## config.mk

```make
export PLATFORM = sky130hd
export DESIGN_NAME = mem_port_arbiter
export DESIGN_NICKNAME = d
export VERILOG_FILES = /design/src/rtl/mem_port_arbiter_pkg.sv /design/src/rtl/mem_port_arbiter_starve_ctr.sv /design/src/rtl/mem_port_arbiter.sv
export SDC_FILE = /design/constraint.sdc
export NUM_CORES = 1
export LEC_CHECK = 0
export ABC_AREA = 1
export ABC_CLOCK_PERIOD_IN_PS = 5180
export BUFFER_PORTS_ARGS = -buffer_cell sky130_fd_sc_hd__buf_2
export CORE_MARGIN = 3
export CORE_UTILIZATION = 38
export CTS_CLUSTER_SIZE = 10
export DETAILED_ROUTE_END_ITERATION = 7
export PLACE_DENSITY = 0.66
export SLEW_MARGIN = 10
export SYNTH_ARGS = -nofsm -noshare
export SYNTH_HDL_FRONTEND = slang
export SYNTH_SLANG_ARGS = --single-unit
```

## constraint.sdc

```tcl
create_clock -name clk -period 5.18 [get_ports clk]
set_clock_uncertainty 0.1 [all_clocks]
set_input_delay 0.777 -clock clk [delete_from_list [all_inputs] [get_ports clk]]
set_output_delay 0.777 -clock clk [all_outputs]
set_load 0.01 [all_outputs]
```

## src/rtl/mem_port_arbiter_pkg.sv

```systemverilog
// Shared types and helpers for the unified instruction/data memory port arbiter.
package mem_arb_pkg;

  typedef enum logic [1:0] {IDLE, ACCESS, WAIT, RESP} state_t;
  typedef enum logic {OWN_IF, OWN_D} owner_t;

  function automatic int unsigned clog2(input int unsigned value);
    int unsigned r;
    r = 0;
    for (int unsigned i = 0; i < 32; i++) begin
      if ((64'd1 << i) < 64'(value)) r = i + 1;
    end
    return r;
  endfunction

endpackage

```

## src/rtl/mem_port_arbiter_starve_ctr.sv

```systemverilog
// Saturating count of data wins taken while a fetch was waiting.
module starve_ctr
  import mem_arb_pkg::*;
#(
  parameter int unsigned STARVE_MAX = 4
) (
  input  logic clk,
  input  logic rst,
  input  logic inc,
  input  logic clr,
  output logic at_max
);

  localparam int unsigned CW = clog2(STARVE_MAX + 1);
  localparam logic [CW-1:0] MAXV = CW'(STARVE_MAX);

  logic [CW-1:0] count;

  always_ff @(posedge clk or posedge rst) begin
    if (rst) begin
      count <= '0;
    end else if (clr) begin
      count <= '0;
    end else if (inc && (count != MAXV)) begin
      count <= count + CW'(1);
    end
  end

  assign at_max = (count == MAXV);

endmodule

```

## src/rtl/mem_port_arbiter.sv

```systemverilog
// Arbitrates the single memory array between fetch (IF) and load/store (D);
// one transaction in flight, data-first priority with a fetch starvation guard.
module mem_port_arbiter
  import mem_arb_pkg::*;
#(
  parameter int unsigned AW         = 10,
  parameter int unsigned DW         = 32,
  parameter int unsigned MEM_LAT    = 1,
  parameter int unsigned STARVE_MAX = 4
) (
  input  logic          clk,
  input  logic          rst,
  input  logic          if_req,
  input  logic [AW-1:0] if_addr,
  output logic          if_gnt,
  output logic          if_rvalid,
  output logic [DW-1:0] if_rdata,
  input  logic          d_req,
  input  logic          d_we,
  input  logic [AW-1:0] d_addr,
  input  logic [DW-1:0] d_wdata,
  output logic          d_gnt,
  output logic          d_rvalid,
  output logic [DW-1:0] d_rdata,
  input  logic          flush,
  output logic          mem_en,
  output logic          mem_we,
  output logic [AW-1:0] mem_addr,
  output logic [DW-1:0] mem_wdata,
  input  logic [DW-1:0] mem_rdata,
  output logic          busy
);

  localparam int unsigned LW = clog2(MEM_LAT + 1);

  state_t        state, state_nx;
  owner_t        owner;
  logic          txn_we;
  logic          drop, drop_nx;
  logic          starve_at_max;
  logic          grant_win;
  logic [LW-1:0] lat_cnt;

  starve_ctr #(.STARVE_MAX(STARVE_MAX)) u_starve (
    .clk    (clk),
    .rst    (rst),
    .inc    (d_gnt && if_req),
    .clr    (if_gnt),
    .at_max (starve_at_max)
  );

  always_comb begin
    grant_win = (state == IDLE) || (state == RESP);
    if_gnt    = grant_win && if_req && (!d_req || starve_at_max);
    d_gnt     = grant_win && d_req && !(if_req && starve_at_max);

    // WAIT spans MEM_LAT cycles; its last cycle is the one mem_rdata is valid in.
    state_nx = state;
    case (state)
      IDLE:    if (if_gnt || d_gnt) state_nx = ACCESS;
      ACCESS:  state_nx = WAIT;
      WAIT:    if (lat_cnt == '0) state_nx = RESP;
      RESP:    state_nx = (if_gnt || d_gnt) ? ACCESS : IDLE;
      default: state_nx = IDLE;
    endcase

    // A new grant always starts clean, so a flush in the grant cycle hits only the old fetch.
    drop_nx = drop;
    if (if_gnt || d_gnt || (state == RESP) || (state == IDLE)) begin
      drop_nx = 1'b0;
    end else if (flush && (owner == OWN_IF)) begin
      drop_nx = 1'b1;
    end

    if_rvalid = (state == RESP) && (owner == OWN_IF) && !drop && !flush;
    d_rvalid  = (state == RESP) && (owner == OWN_D);
    busy      = (state != IDLE);
  end

  always_ff @(posedge clk or posedge rst) begin
    if (rst) begin
      state     <= IDLE;
      owner     <= OWN_IF;
      txn_we    <= 1'b0;
      drop      <= 1'b0;
      lat_cnt   <= '0;
      mem_en    <= 1'b0;
      mem_we    <= 1'b0;
      mem_addr  <= '0;
      mem_wdata <= '0;
      if_rdata  <= '0;
      d_rdata   <= '0;
    end else begin
      state  <= state_nx;
      drop   <= drop_nx;
      mem_en <= if_gnt || d_gnt;
      mem_we <= d_gnt && d_we;

      if (d_gnt) begin
        owner     <= OWN_D;
        txn_we    <= d_we;
        mem_addr  <= d_addr;
        mem_wdata <= d_wdata;
      end else if (if_gnt) begin
        owner    <= OWN_IF;
        txn_we   <= 1'b0;
        mem_addr <= if_addr;
      end

      if (state == ACCESS) begin
        lat_cnt <= LW'(MEM_LAT - 1);
      end else if ((state == WAIT) && (lat_cnt != '0)) begin
        lat_cnt <= lat_cnt - LW'(1);
      end

      if ((state == WAIT) && (lat_cnt == '0)) begin
        if ((owner == OWN_IF) && !drop && !flush) if_rdata <= mem_rdata;
        if ((owner == OWN_D) && !txn_we) d_rdata <= mem_rdata;
      end
    end
  end

endmodule

```

---- After elaboration in Yosys (flattened, before gate mapping) ----
Index checks and enable logic that the tools add are counted.
cells by class
  $mul .................................... 0
  equal/unequal tests ..................... 7
  bitwise logic cells ..................... 2
  reductions and logical operators ........ 37
  muxes and demuxes ....................... 15
  add/sub/neg operators ................... 2
  div/mod/pow operators ................... 0
  $lt $le $gt $ge ......................... 0
  shift operators ......................... 0
operators by type and width
  operator                                              count
  2-to-1 mux 10 bit                                     2
  logical AND 1 bit                                     18
  nonzero test 2 bit                                    5
  2-to-1 mux 1 bit                                      8
  case mux 2 bit (4 select lines)                       1
  2-to-1 mux 3 bit                                      2
  AND reduction 2 bit                                   3
  logical NOT 1 bit                                     5
  logical OR 1 bit                                      5
  equality test 2 bit (second input constant)           2
  2-to-1 mux 2 bit                                      2
  inequality test 2 bit (second input constant)         2
  adder 3 x 1 -> 3 bit (second input constant)          1
  equality test 3 bit (second input constant)           1
  inequality test 3 bit (second input constant)         1
  equality test 2 x 1 -> 1 bit (second input constant)  1
  logical NOT 2 bit                                     1
  NOT 1 bit                                             2
  subtractor 1 bit (second input constant)              1
storage, ports and cells
  bits of input ports ..................... 90
  memory bits (writable) .................. 0
  register bits after elaboration ......... 117
  memories ................................ 0
  ROM bits ................................ 0
  word-level logic and storage cells ...... 75
  output and inout bits ................... 113
  bits in latches ......................... 0

---- Depth between registers and ports, before layout ----
Gate-level depths: netlist of run 1.
  depth in word-level cells ............... 8
  gate-level depth with buffers ........... 10

---- Modules after synthesis ----
Synthesis of run 1 repeated with hierarchy kept, for this count alone.
second synthesis, totals
  cell total of the unflattened synthesis .. 538
  area total of the unflattened synthesis .. 5033.6 um^2
by module, submodules not included
  module            cells each  area each (um^2)  instances
  mem_port_arbiter  512         4844.6            1
  starve_ctr        26          188.9             1

---- Worst setup path before layout of run 1 ----
OpenSTA, ideal clock, no wires.
  path kind ............................... reg2out
  start point ............................. register state[0]
  end point ............................... output d_gnt
  data required time ...................... 4.303 ns
  data arrival time ....................... 1.285 ns
  stages on the path, launching flop included .. 9
  setup slack ............................. 3.018 ns
  cells stage by stage .................... dfrtp_1 -> inv_1 -> ha_1 -> inv_2 -> nand2_1 -> inv_2 -> nand2_4 -> inv_4 -> buf_4
on the way
  cells in the longest elaborated chain, start to end .. 4
  elaborated cells on any way between the ends .. 5
  classes of those cells .................. 1 x eq/ne; 4 x reduce/logical
RTL lines
  element                                                   RTL line                RTL
  start: declaration                                        mem_port_arbiter.sv:36  state_t state, state_nx;
  start signal: assignment                                  mem_port_arbiter.sv:94  state <= state_nx;
  equality test 2 bit or logical NOT 2 bit (tied branches)  mem_port_arbiter.sv:53  grant_win = (state == IDLE) || (state == RESP);
  logical OR 1 bit (*)                                      mem_port_arbiter.sv:53
  logical AND 1 bit (*) (2 in series)                       mem_port_arbiter.sv:55  d_gnt = grant_win && d_req && !(if_req && starve_at_max);
  end: declaration                                          mem_port_arbiter.sv:22  output logic d_gnt,
Every way passes the cells marked *; elsewhere a longest branch is shown, timed or not.

---- Final worst setup path of run 1 ----
Same ends and word-level chain as after synthesis.

==> metrics.txt, run 1 <==
Post-CTS Setup Bufs 0; placer congestion estimate 0.773; critical path cell sequence inv_1, ha_1, inv_2, nand2_1, inv_2, nand2_4, inv_4, buf_2; CTS resizes 0; crit path from state[0]; worst r2r dst u_starve.count[0]; power per cell area 675 nW/µm²; status finished clean; Synth Register Bits 117; Max-Cap Viols 0; final count of hold timing violations 0; number of synthesized flops with an enable pin 0; clk root buf clkbuf_16; Worst Path Arrival 2.45 ns; hold buffers post-CTS 0; hold_sp d_rdata[21]; initial antenna violation count 0; dpl cells 846; Top Ports a little over 200; Max stage delay cell, worst path inv_4; vias per cell 4.56; Post-Syn Area per Cell 9.87 µm²; first drt pass iteration count 4; worst IR drop on VDD 0.335 mV; vias in the first global route 3955; Critical Path Max Stage Delay 0.46 ns; WS Path Type reg -> out; clock sinks 117; Synth Instances 496; CP Capture Type output port; die extent in y approximately 120 µm; Clk Latency, worst-skew pair 0.40 ns; Remaining DRCs 0; CTS tree built; GR Overflow Total 0; R2R depth 9; Post-Syn Area 4900 µm²; RSZ-0062 raised after global routing no; delay-heaviest family, CP buffers and inverters; Async S/R FF share, synth 100%; Bufs on Longest Clock Path 2; # setup viols final 0; most used cell, CP inv_2; clock-pin slew on the worst setup and hold paths 0.05 ns; via count 3994; Critical Path Stages 8; share of cells above drive strength 1 41.4%; Core ar. 12300 µm²; Slew Limit Fails 0; Synthesized Nets a little under 600; reg2reg start state[0]; num rows 40; Seq/Total Area, Yosys 59.8%; Top FF cell, synth dfrtp_1; Total GRT Usage 16.8%; slew margin rel. 39.2%; worst path required time 4.30 ns; fin nets 793; largest net degree at the start of global routing 69; TritonCTS Buffers 17; port buffer count 202; time the worst path needs with I/O delays and setup 3.33 ns; R2R Setup Slk 2.88 ns; drt total wl 11600 µm; P_leak 3.67 nW; routed len/inst 13.2 µm; max frequency 0.300 GHz; H-Tree Depth 4; CP Buf/Inv Count 5; crit path launch type flop; end of the critical path d_gnt; diode count 0; Die Area approximately 14000 µm²; Worst Tran Pin Value 0.911 ns; die width 120 µm; final period utilization 64.3%; global-route wire length before repair 19300 µm; Fin Setup TNS 0 ns; CP Max Fanout 46; final std cells w/o fill 876; DP Wirelength 8310 µm; Fill cells 1173; Starting Density 39.8%; DRC violation total after the first TritonRoute iteration 208; Synth cell types 25; Yosys warning count 0; Routed Antenna Nets 0; P&R area growth vs syn 32.1%; worst hold path type reg -> reg
==> synth_stat cells, types with 2 or more instances <==
cell type  instances  area [µm²]
nand2_1          193         724
dfrtp_1          117        2930
o21ai_2           50         438
inv_1             44         165
nand3_1           25         125
o21ai_1           14        70.1
buf_6             13         146
ha_1               6        75.1
o21ai_0            5        25.0
buf_2              4        20.0
buf_4              4        30.0
inv_2              4        15.0
nor2_1             3        11.3
a21oi_1            2        10.0
nand3_4            2        35.0
==> where the power goes <==
group	switching (mW)	leakage (nW)	internal, mW	total, mW
Clock	0.367	0.272	0.677	1.04
Combinational	1.06	1.94	0.659	1.72
Sequential	0.241	1.45	1.36	1.60
==> metrics by stage <==
step | util [%] | power [mW] | area [µm²] | setup slack, ns | hold slack (ns)
after global placement | 48.2 | 3.29 | 5930 | 2.31 | 0.358
after CTS | 52.6 | 4.42 | 6470 | 1.85 | 0.377
final | 52.6 | 4.37 | 6470 | 1.85 | 0.372
after detailed placement | 48.2 | 3.35 | 5930 | 2.28 | 0.363
after global routing | 52.6 | 4.70 | 6470 | 1.69 | 0.392
after floorplan | - | 2.74 | 4900 | 1.20 | 0.384
==> cell type report <==
type / instances / area [µm²] / area share [%]
clock buffer: 26 / 519 / 8.02
clock inverter: 4 / 20.0 / 0.309
timing repair buffer: 203 / 1020 / 15.7
tap: 168 / 210 / 3.25
inverter: 49 / 189 / 2.92
multi-input combinational: 309 / 1590 / 24.5
sequential: 117 / 2930 / 45.2
==> worst min path at each step <==
stage | endpoint | slack (ns) | cells after the start
3_3_place_gp | mem_wdata[16] | 0.36 | 2
4_1_cts | if_rdata[0] | 0.38 | 2
5_1_grt | mem_wdata[12] | 0.39 | 2
6_report | d_rdata[21] | 0.37 | 2
2_1_floorplan | drop | 0.38 | 2
3_5_place_dp | mem_wdata[0] | 0.36 | 2
==> cell families (layout without fill, tap and decap cells) <==
| kind of cell | count (synthesis) | in the layout | share of synthesized area [%] |
|---|---|---|---|
| AOI/OAI and AO/OA | 72 | 72 | 11.2 |
| and+or+nand+nor | 230 | 230 | 19.5 |
| xor gates and xnor gates | 1 | 1 | 0.179 |
| buffers and inverters | 70 | 282 | 7.82 |
| adders and majority gates | 6 | 6 | 1.53 |
| DFF | 117 | 117 | 59.8 |
==> per-layer routing <==
metal / global-route usage [%] / vias up / share of wire [%]
met2: 25.1 / 195 / 45
met4: 6.23 / 0 / 1.5
met5: 0 / - / 0
li1: - / 1961 / -
met3: 7.12 / 16 / 11
met1: 21.8 / 1822 / 43
==> worst register-to-register path: stages (launching register included) <==
cell     delay, ns
dfrtp_1       0.41
inv_1         0.09
ha_1          0.31
inv_2         0.08
nand2_1       0.10
inv_2         0.08
nand2_4       0.27
inv_4         0.48
nand3_1       0.17
o21ai_0       0.12
==> registers in the layout, summed over array words and instances (netlist names) <==
name / count
owner: 1
mem_addr: 10
lat_cnt: 1
mem_en: 1
mem_wdata: 32
u_starve.count: 3
state: 2
if_rdata: 32
mem_we: 1
d_rdata: 32
drop: 1
txn_we: 1
==> cells in the final DEF (no fill, tap or decap) <==
cell type,count
buf_2,202
a21oi_1,2
inv_4,2
buf_4,1
nand2_2,1
clkbuf_16,17
inv_2,4
dfrtp_1,117
o21ai_0,5
nand2_4,1
nor2_4,1
xor2_1,1
o21ai_1,14
clkbuf_8,6
nand3_1,25
nand3_4,2
nand3_2,1
and3_1,1
nor2_1,3
o22ai_1,1
nand4_1,1
clkinv_2,4
inv_1,43
clkbuf_1,3
nor2_2,1
o21ai_2,50
nand2_1,193
ha_1,6
No activity file was read; power rests on OpenSTA's default activity.
==> inputs of run 2 (changes only) <==
--- a/config.mk
+++ b/config.mk
@@ -5,8 +5,8 @@
 export SDC_FILE = /design/constraint.sdc
 export NUM_CORES = 1
 export LEC_CHECK = 0
-export ABC_AREA = 1
-export ABC_CLOCK_PERIOD_IN_PS = 5180
+export ABC_AREA = 0
+export ABC_CLOCK_PERIOD_IN_PS = 3160
 export BUFFER_PORTS_ARGS = -buffer_cell sky130_fd_sc_hd__buf_2
 export CORE_MARGIN = 3
 export CORE_UTILIZATION = 38
==> constraint.sdc (replaced) <==
create_clock -name clk -period 3.16 [get_ports clk]
set_clock_uncertainty 0.1 [all_clocks]
set_input_delay 0.474 -clock clk [delete_from_list [all_inputs] [get_ports clk]]
set_output_delay 0.474 -clock clk [all_outputs]
set_load 0.01 [all_outputs]
==> metrics.txt, run 2 <==
largest net degree at the start of global routing 118 (was 69); Synth Register Bits 117 (unchanged); worst IR drop on VDD 0.550 mV (was 0.335 mV); RSZ-0062 raised after global routing no (unchanged); vias per cell 4.71 (was 4.56); clock sinks 117 (unchanged); Yosys warning count 0 (unchanged); number of synthesized flops with an enable pin 0 (unchanged); routed len/inst 15.6 µm (was 13.2 µm); Total GRT Usage 16.0% (was 16.8%); time the worst path needs with I/O delays and setup 2.56 ns; Worst Tran Pin Value 0.769 ns (was 0.911 ns); via count 3248 (was 3994); Slew Limit Fails 0 (unchanged); CP Max Fanout 11 (was 46); clk root buf clkbuf_16 (unchanged); final count of hold timing violations 0 (unchanged); Post-CTS Setup Bufs 0 (unchanged); die width 118 µm (was 120 µm); Synth Instances 295 (was 496); drt total wl 10800 µm (was 11600 µm); worst r2r dst d_rdata[13] (was u_starve.count[0]); Power, Total 7.15 mW (was 4.37 mW); worst path required time 2.59 ns (was 4.30 ns); vias in the first global route 3503 (was 3955); reg2reg start state[0] (unchanged); power per cell area 1110 nW/µm² (was 675 nW/µm²); final period utilization 81.0%; Async S/R FF share, synth 100% (unchanged); die extent in y 118 µm (was 120 µm); hold buffers post-CTS 0 (unchanged); Starting Density 39.1% (was 39.8%); top cell type's share of synthesized area 61.8% (was 59.8%); Core ar. 12100 µm² (was 12300 µm²); R2R Setup Slk 1.12 ns (was 2.88 ns); first drt pass iteration count 4 (unchanged); Max-Cap Viols 0 (unchanged); clock-pin slew on the worst setup and hold paths 0.05 ns (about the same); Top Ports 203 (unchanged); share of cells above drive strength 1 64.7% (was 41.4%); Die Area 13800 µm² (was 14300 µm²); crit path launch type flop (unchanged); Clk Latency, worst-skew pair 0.41 ns (was 0.40 ns); Worst Path Arrival 1.99 ns (was 2.45 ns); global-route wire length before repair 17500 µm (was 19300 µm); Post-synth top cells 117 x dfrtp_1, 63 x mux2_2, 30 x mux2_4 (was 193 x nand2_1, 117 x dfrtp_1, 50 x o21ai_2); top flop regs d_rdata (32), if_rdata (32), mem_wdata (32) (unchanged); Top FF cell, synth dfrtp_1 (unchanged); CTS tree built (unchanged); Synthesized Nets 391 (was 592); Post-Syn Area per Cell 16.0 µm² (was 9.87 µm²); Bufs on Longest Clock Path 2 (unchanged); Remaining DRCs 0 (unchanged); ranking of synthesized cells by area dfrtp_1 62%, mux2_2 15%, mux2_4 9.5%, a221o_1 2.1%, and2_1 1.7% (was dfrtp_1 60%, nand2_1 15%, o21ai_2 8.9%, inv_1 3.4%, buf_6 3.0%); worst hold path type in -> async (was reg -> reg); diode count 0 (unchanged); GR Overflow Total 0 (unchanged); commonest non-fill, non-tap cell in the layout buf_2 (unchanged); DP Wirelength 7610 µm (was 8310 µm); R2R depth 5 (was 9); Routed Antenna Nets 0 (unchanged); Post-Syn Area 4730 µm² (was 4900 µm²); leading area contributor after synthesis dfrtp_1 (unchanged); # setup viols final 0 (unchanged); status finished clean (unchanged); placer congestion estimate 0.760 (was 0.773); num rows 40 (unchanged); fin nets 604 (was 793); slew margin rel. 48.6% (was 39.2%); CTS resizes 0 (unchanged); most common cell in the netlist dfrtp_1 (was nand2_1); TritonCTS Buffers 17 (unchanged); port buffer count 202 (unchanged); P&R area growth vs syn 36.1% (was 32.1%); Seq/Total Area, Yosys 61.8% (was 59.8%); max frequency 0.391 GHz; P_leak 3.31 nW (was 3.67 nW); H-Tree Depth 4 (unchanged); most frequent cells in the layout 202 x buf_2, 117 x dfrtp_1, 63 x mux2_2, 30 x mux2_4, 17 x clkbuf_16 (was 202 x buf_2, 193 x nand2_1, 117 x dfrtp_1, 50 x o21ai_2, 43 x inv_1); Synth cell types 33 (was 25); CP Capture Type output port (unchanged); WS Path Type reg -> out (unchanged); DRC violation total after the first TritonRoute iteration 164 (was 208); initial antenna violation count 0 (unchanged); Fin Setup TNS 0 ns (unchanged)
run 2: cell count changes after synthesis, moves of 6 or more:
cell,change
buf_6,-6
mux2_4,+30
inv_1,-37
and2_1,+13
nand2_1,-187
o21ai_1,-14
a221o_1,+10
mux2_2,+63
o21ai_2,-50
nand3_1,-22
run 2: per-stage QoR:
| step | hold WS (ns) | instances | util [%] | cell area (µm²) | setup WS, ns |
|---|---|---|---|---|---|
| after floorplan | 0.365 | 295 | - | 4740 | 1.16 |
| after global placement | 0.367 | 657 | 48.8 | 5910 | 1.10 |
| after detailed placement | 0.374 | 657 | 48.8 | 5910 | 1.05 |
| after CTS | 0.167 | 689 | 53.2 | 6440 | 0.595 |
| after global routing | 0.172 | 689 | 53.2 | 6440 | 0.491 |
| final | 0.0961 | 689 | 53.2 | 6440 | 0.599 |
run 2: worst max-delay path, stage by stage, from the launching register on:
cell and delay (ns):
dfrtp_1 0.40, inv_1 0.11, ha_1 0.36, nand2b_1 0.26, nor2_1 0.13, buf_4 0.18
buf_2 0.15
run 2: cell type report:
type / count / area [µm²]
clock inverter: 10 / 56.3
inverter: 8 / 33.8
multi-input combinational: 157 / 1670
tap: 168 / 210
clock buffer: 22 / 474
timing repair buffer: 207 / 1070
fill: 1049 / 5670
sequential: 117 / 2930
run 2: logic make-up after synthesis:
logic type / count (synthesis) / share of synthesized area (%)
compound gates: 21 / 3.81
fa+ha+maj: 6 / 1.59
simple gates: 34 / 4.60
mux: 96 / 25.2
flops: 117 / 61.8
buf+inv: 21 / 2.96
run 2: per-layer routing:
metal | up-vias | wire length [µm] | GRT usage (%)
li1 | 1473 | - | -
met1 | 1614 | 4540 | 19.0
met2 | 143 | 5110 | 25.0
met3 | 18 | 891 | 7.45
met4 | 0 | 215 | 6.96
met5 | - | 0 | 0
run 2: where the power goes:
group	leakage, nW	switching, mW	internal, mW
sequential	1.41	0.384	2.25
combinational	1.63	1.31	1.51
clock	0.269	0.637	1.05
total	3.31	2.33	4.82
run 2: worst max path at each step:
stage,cells after the start,slack [ns],start,to
final,6,0.60,state[0],if_gnt
after CTS,6,0.59,state[0],if_gnt
after detailed placement,6,1.05,state[0],if_gnt
after floorplan,1,1.16,rst,d_rdata[0]
after global placement,6,1.10,state[0],if_gnt
after global routing,6,0.49,state[0],if_gnt
==> inputs of run 3 (changes only) <==
--- a/config.mk
+++ b/config.mk
@@ -6,7 +6,7 @@
 export NUM_CORES = 1
 export LEC_CHECK = 0
 export ABC_AREA = 0
-export ABC_CLOCK_PERIOD_IN_PS = 3160
+export ABC_CLOCK_PERIOD_IN_PS = 2550
 export BUFFER_PORTS_ARGS = -buffer_cell sky130_fd_sc_hd__buf_2
 export CORE_MARGIN = 3
 export CORE_UTILIZATION = 38
==> constraint.sdc (replaced) <==
create_clock -name clk -period 2.55 [get_ports clk]
set_clock_uncertainty 0.1 [all_clocks]
set_input_delay 0.3825 -clock clk [delete_from_list [all_inputs] [get_ports clk]]
set_output_delay 0.3825 -clock clk [all_outputs]
set_load 0.01 [all_outputs]
==> metrics.txt, run 3 (synthesized netlist as in run 2, its figures left out) <==
status finished, violations left (was finished clean); violated checks negative hold slack; final period utilization between 90 and 100%; time the worst path needs with I/O delays and setup ~2.4 ns; RSZ-0062 raised after global routing no (unchanged); GR Overflow Total 0 (unchanged); vias in the first global route 3427 (was 3503); routed len/inst 15.4 µm (was 15.6 µm); fin nets 605 (was 604); vias per cell 4.71 (about the same); R2R depth 5 (unchanged); H-Tree Depth 4 (unchanged); Bufs on Longest Clock Path 2 (unchanged); Max-Cap Viols 0 (unchanged); Remaining DRCs 0 (unchanged); Routed Antenna Nets 0 (unchanged); final count of hold timing violations 2 (was 0); max frequency 0.425 GHz; Power, Total 8.90 mW (was 7.15 mW); reg2reg start state[0] (unchanged); final hold slack -0.00808 ns (was 0.0961 ns); clock-pin slew on the worst setup and hold paths 0.05 ns (about the same); Worst Path Arrival 1.87 ns (was 1.99 ns); via count 3240 (was 3248); CP Capture Type output port (unchanged); # setup viols final 0 (unchanged); top flop regs d_rdata (32), if_rdata (32), mem_wdata (32) (unchanged); initial antenna violation count 0 (unchanged); Post-CTS Setup Bufs 0 (unchanged); num rows 40 (unchanged); port buffer count 202 (unchanged); Fin Setup TNS 0 ns (unchanged); CTS tree built (unchanged); die width 118 µm (unchanged); worst IR drop on VDD 0.592 mV (was 0.550 mV); Total GRT Usage 15.7% (was 16.0%); Slew Limit Fails 0 (unchanged); clock sinks 117 (unchanged); clk root buf clkbuf_16 (unchanged); worst hold path type in -> async (unchanged); Max stage delay cell, worst path dfrtp_1 (unchanged); Clk Latency, worst-skew pair 0.40 ns (was 0.41 ns); DP Wirelength 7700 µm (was 7610 µm); P_leak 3.32 nW (was 3.31 nW); TritonCTS Buffers 17 (unchanged); largest net degree at the start of global routing 47 (was 118); power per cell area 1370 nW/µm² (was 1110 nW/µm²); P&R area growth vs syn 36.9% (was 36.1%); R2R Setup Slk 0.54 ns (was 1.12 ns); CP Max Fanout 13 (was 11); Worst Tran Pin Value 0.780 ns (was 0.769 ns); critical path cell sequence inv_1, ha_1, nand3b_2, inv_2, buf_2 (was inv_1, ha_1, nand2b_1, nor2_1, buf_4, buf_2); Starting Density 39.1% (unchanged); share of cells above drive strength 1 64.0% (was 64.7%); diode count 0 (unchanged); Critical Path Max Stage Delay 0.39 ns (was 0.40 ns); DRC violation total after the first TritonRoute iteration 224 (was 164); first drt pass iteration count 4 (unchanged); worst path required time 2.07 ns (was 2.59 ns); CTS resizes 0 (unchanged); hold buffers post-CTS 0 (unchanged); most frequent cells in the layout 202 x buf_2, 117 x dfrtp_1, 63 x mux2_2, 30 x mux2_4, 17 x clkbuf_16 (unchanged); placer congestion estimate 0.767 (was 0.760); drt total wl 10600 µm (was 10800 µm); Top Ports 203 (unchanged); worst r2r dst mem_wdata[16] (was d_rdata[13]); slew margin rel. 47.9% (was 48.6%); global-route wire length before repair 17400 µm (was 17500 µm); WS Path Type reg -> out (unchanged); crit path launch type flop (unchanged); commonest non-fill, non-tap cell in the layout buf_2 (unchanged); Die Area 13800 µm² (unchanged); die extent in y 118 µm (unchanged); Core ar. 12100 µm² (unchanged)
-- run 3: layout make-up --
class / instances / area [µm²]
clock inverters: 5 / 50.0
repair buffers: 208 / 1110
well taps: 168 / 210
flip-flops and latches: 117 / 2930
multi-input cells: 157 / 1670
clock buffers: 25 / 485
fillers: 1075 / 5630
inverters: 8 / 33.8
-- run 3: layer usage --
metal	global-route usage (%)	up-vias	wire (µm)	share of wire, %
li1	-	1477	-	-
met1	19.6	1600	4610	43
met2	24.2	141	4940	47
met3	6.34	22	825	7.8
met4	6.81	0	237	2.2
met5	0	-	0	0
-- run 3: critical path: cells and delay by family (launching register included) --
kind / cells / cell delay (ns)
AND/OR/NAND/NOR: 1 / 0.24
flip-flops: 1 / 0.39
adder cells (fa/ha/maj): 1 / 0.36
buffers and inverters: 3 / 0.49
-- run 3: through the flow --
stage	utilization, %	area, µm²	instances	setup slack (ns)	hold WS [ns]
after floorplan	-	4740	295	0.640	0.365
after global placement	49.1	5940	658	0.577	0.368
after detailed placement	49.1	5940	658	0.504	0.369
after CTS	53.5	6480	688	0.165	0.00663
after global routing	53.5	6480	688	0.0359	0.0437
final	53.5	6480	688	0.198	-0.00808
-- run 3: where the power goes --
group / internal, mW / switching, mW
combinational: 1.89 / 1.60
clock: 1.40 / 0.754
sequential: 2.79 / 0.477
total: 6.08 / 2.83
-- run 3: worst max path at each step --
stage	from	endpoint	slack, ns	cells after the start
2_1_floorplan	rst	d_rdata[0]	0.64	1
3_3_place_gp	state[0]	mem_wdata[18]	0.58	5
3_5_place_dp	state[0]	if_rdata[18]	0.50	5
4_1_cts	state[0]	d_gnt	0.16	5
5_1_grt	state[0]	if_gnt	0.04	5
6_report	state[0]	d_gnt	0.20	5
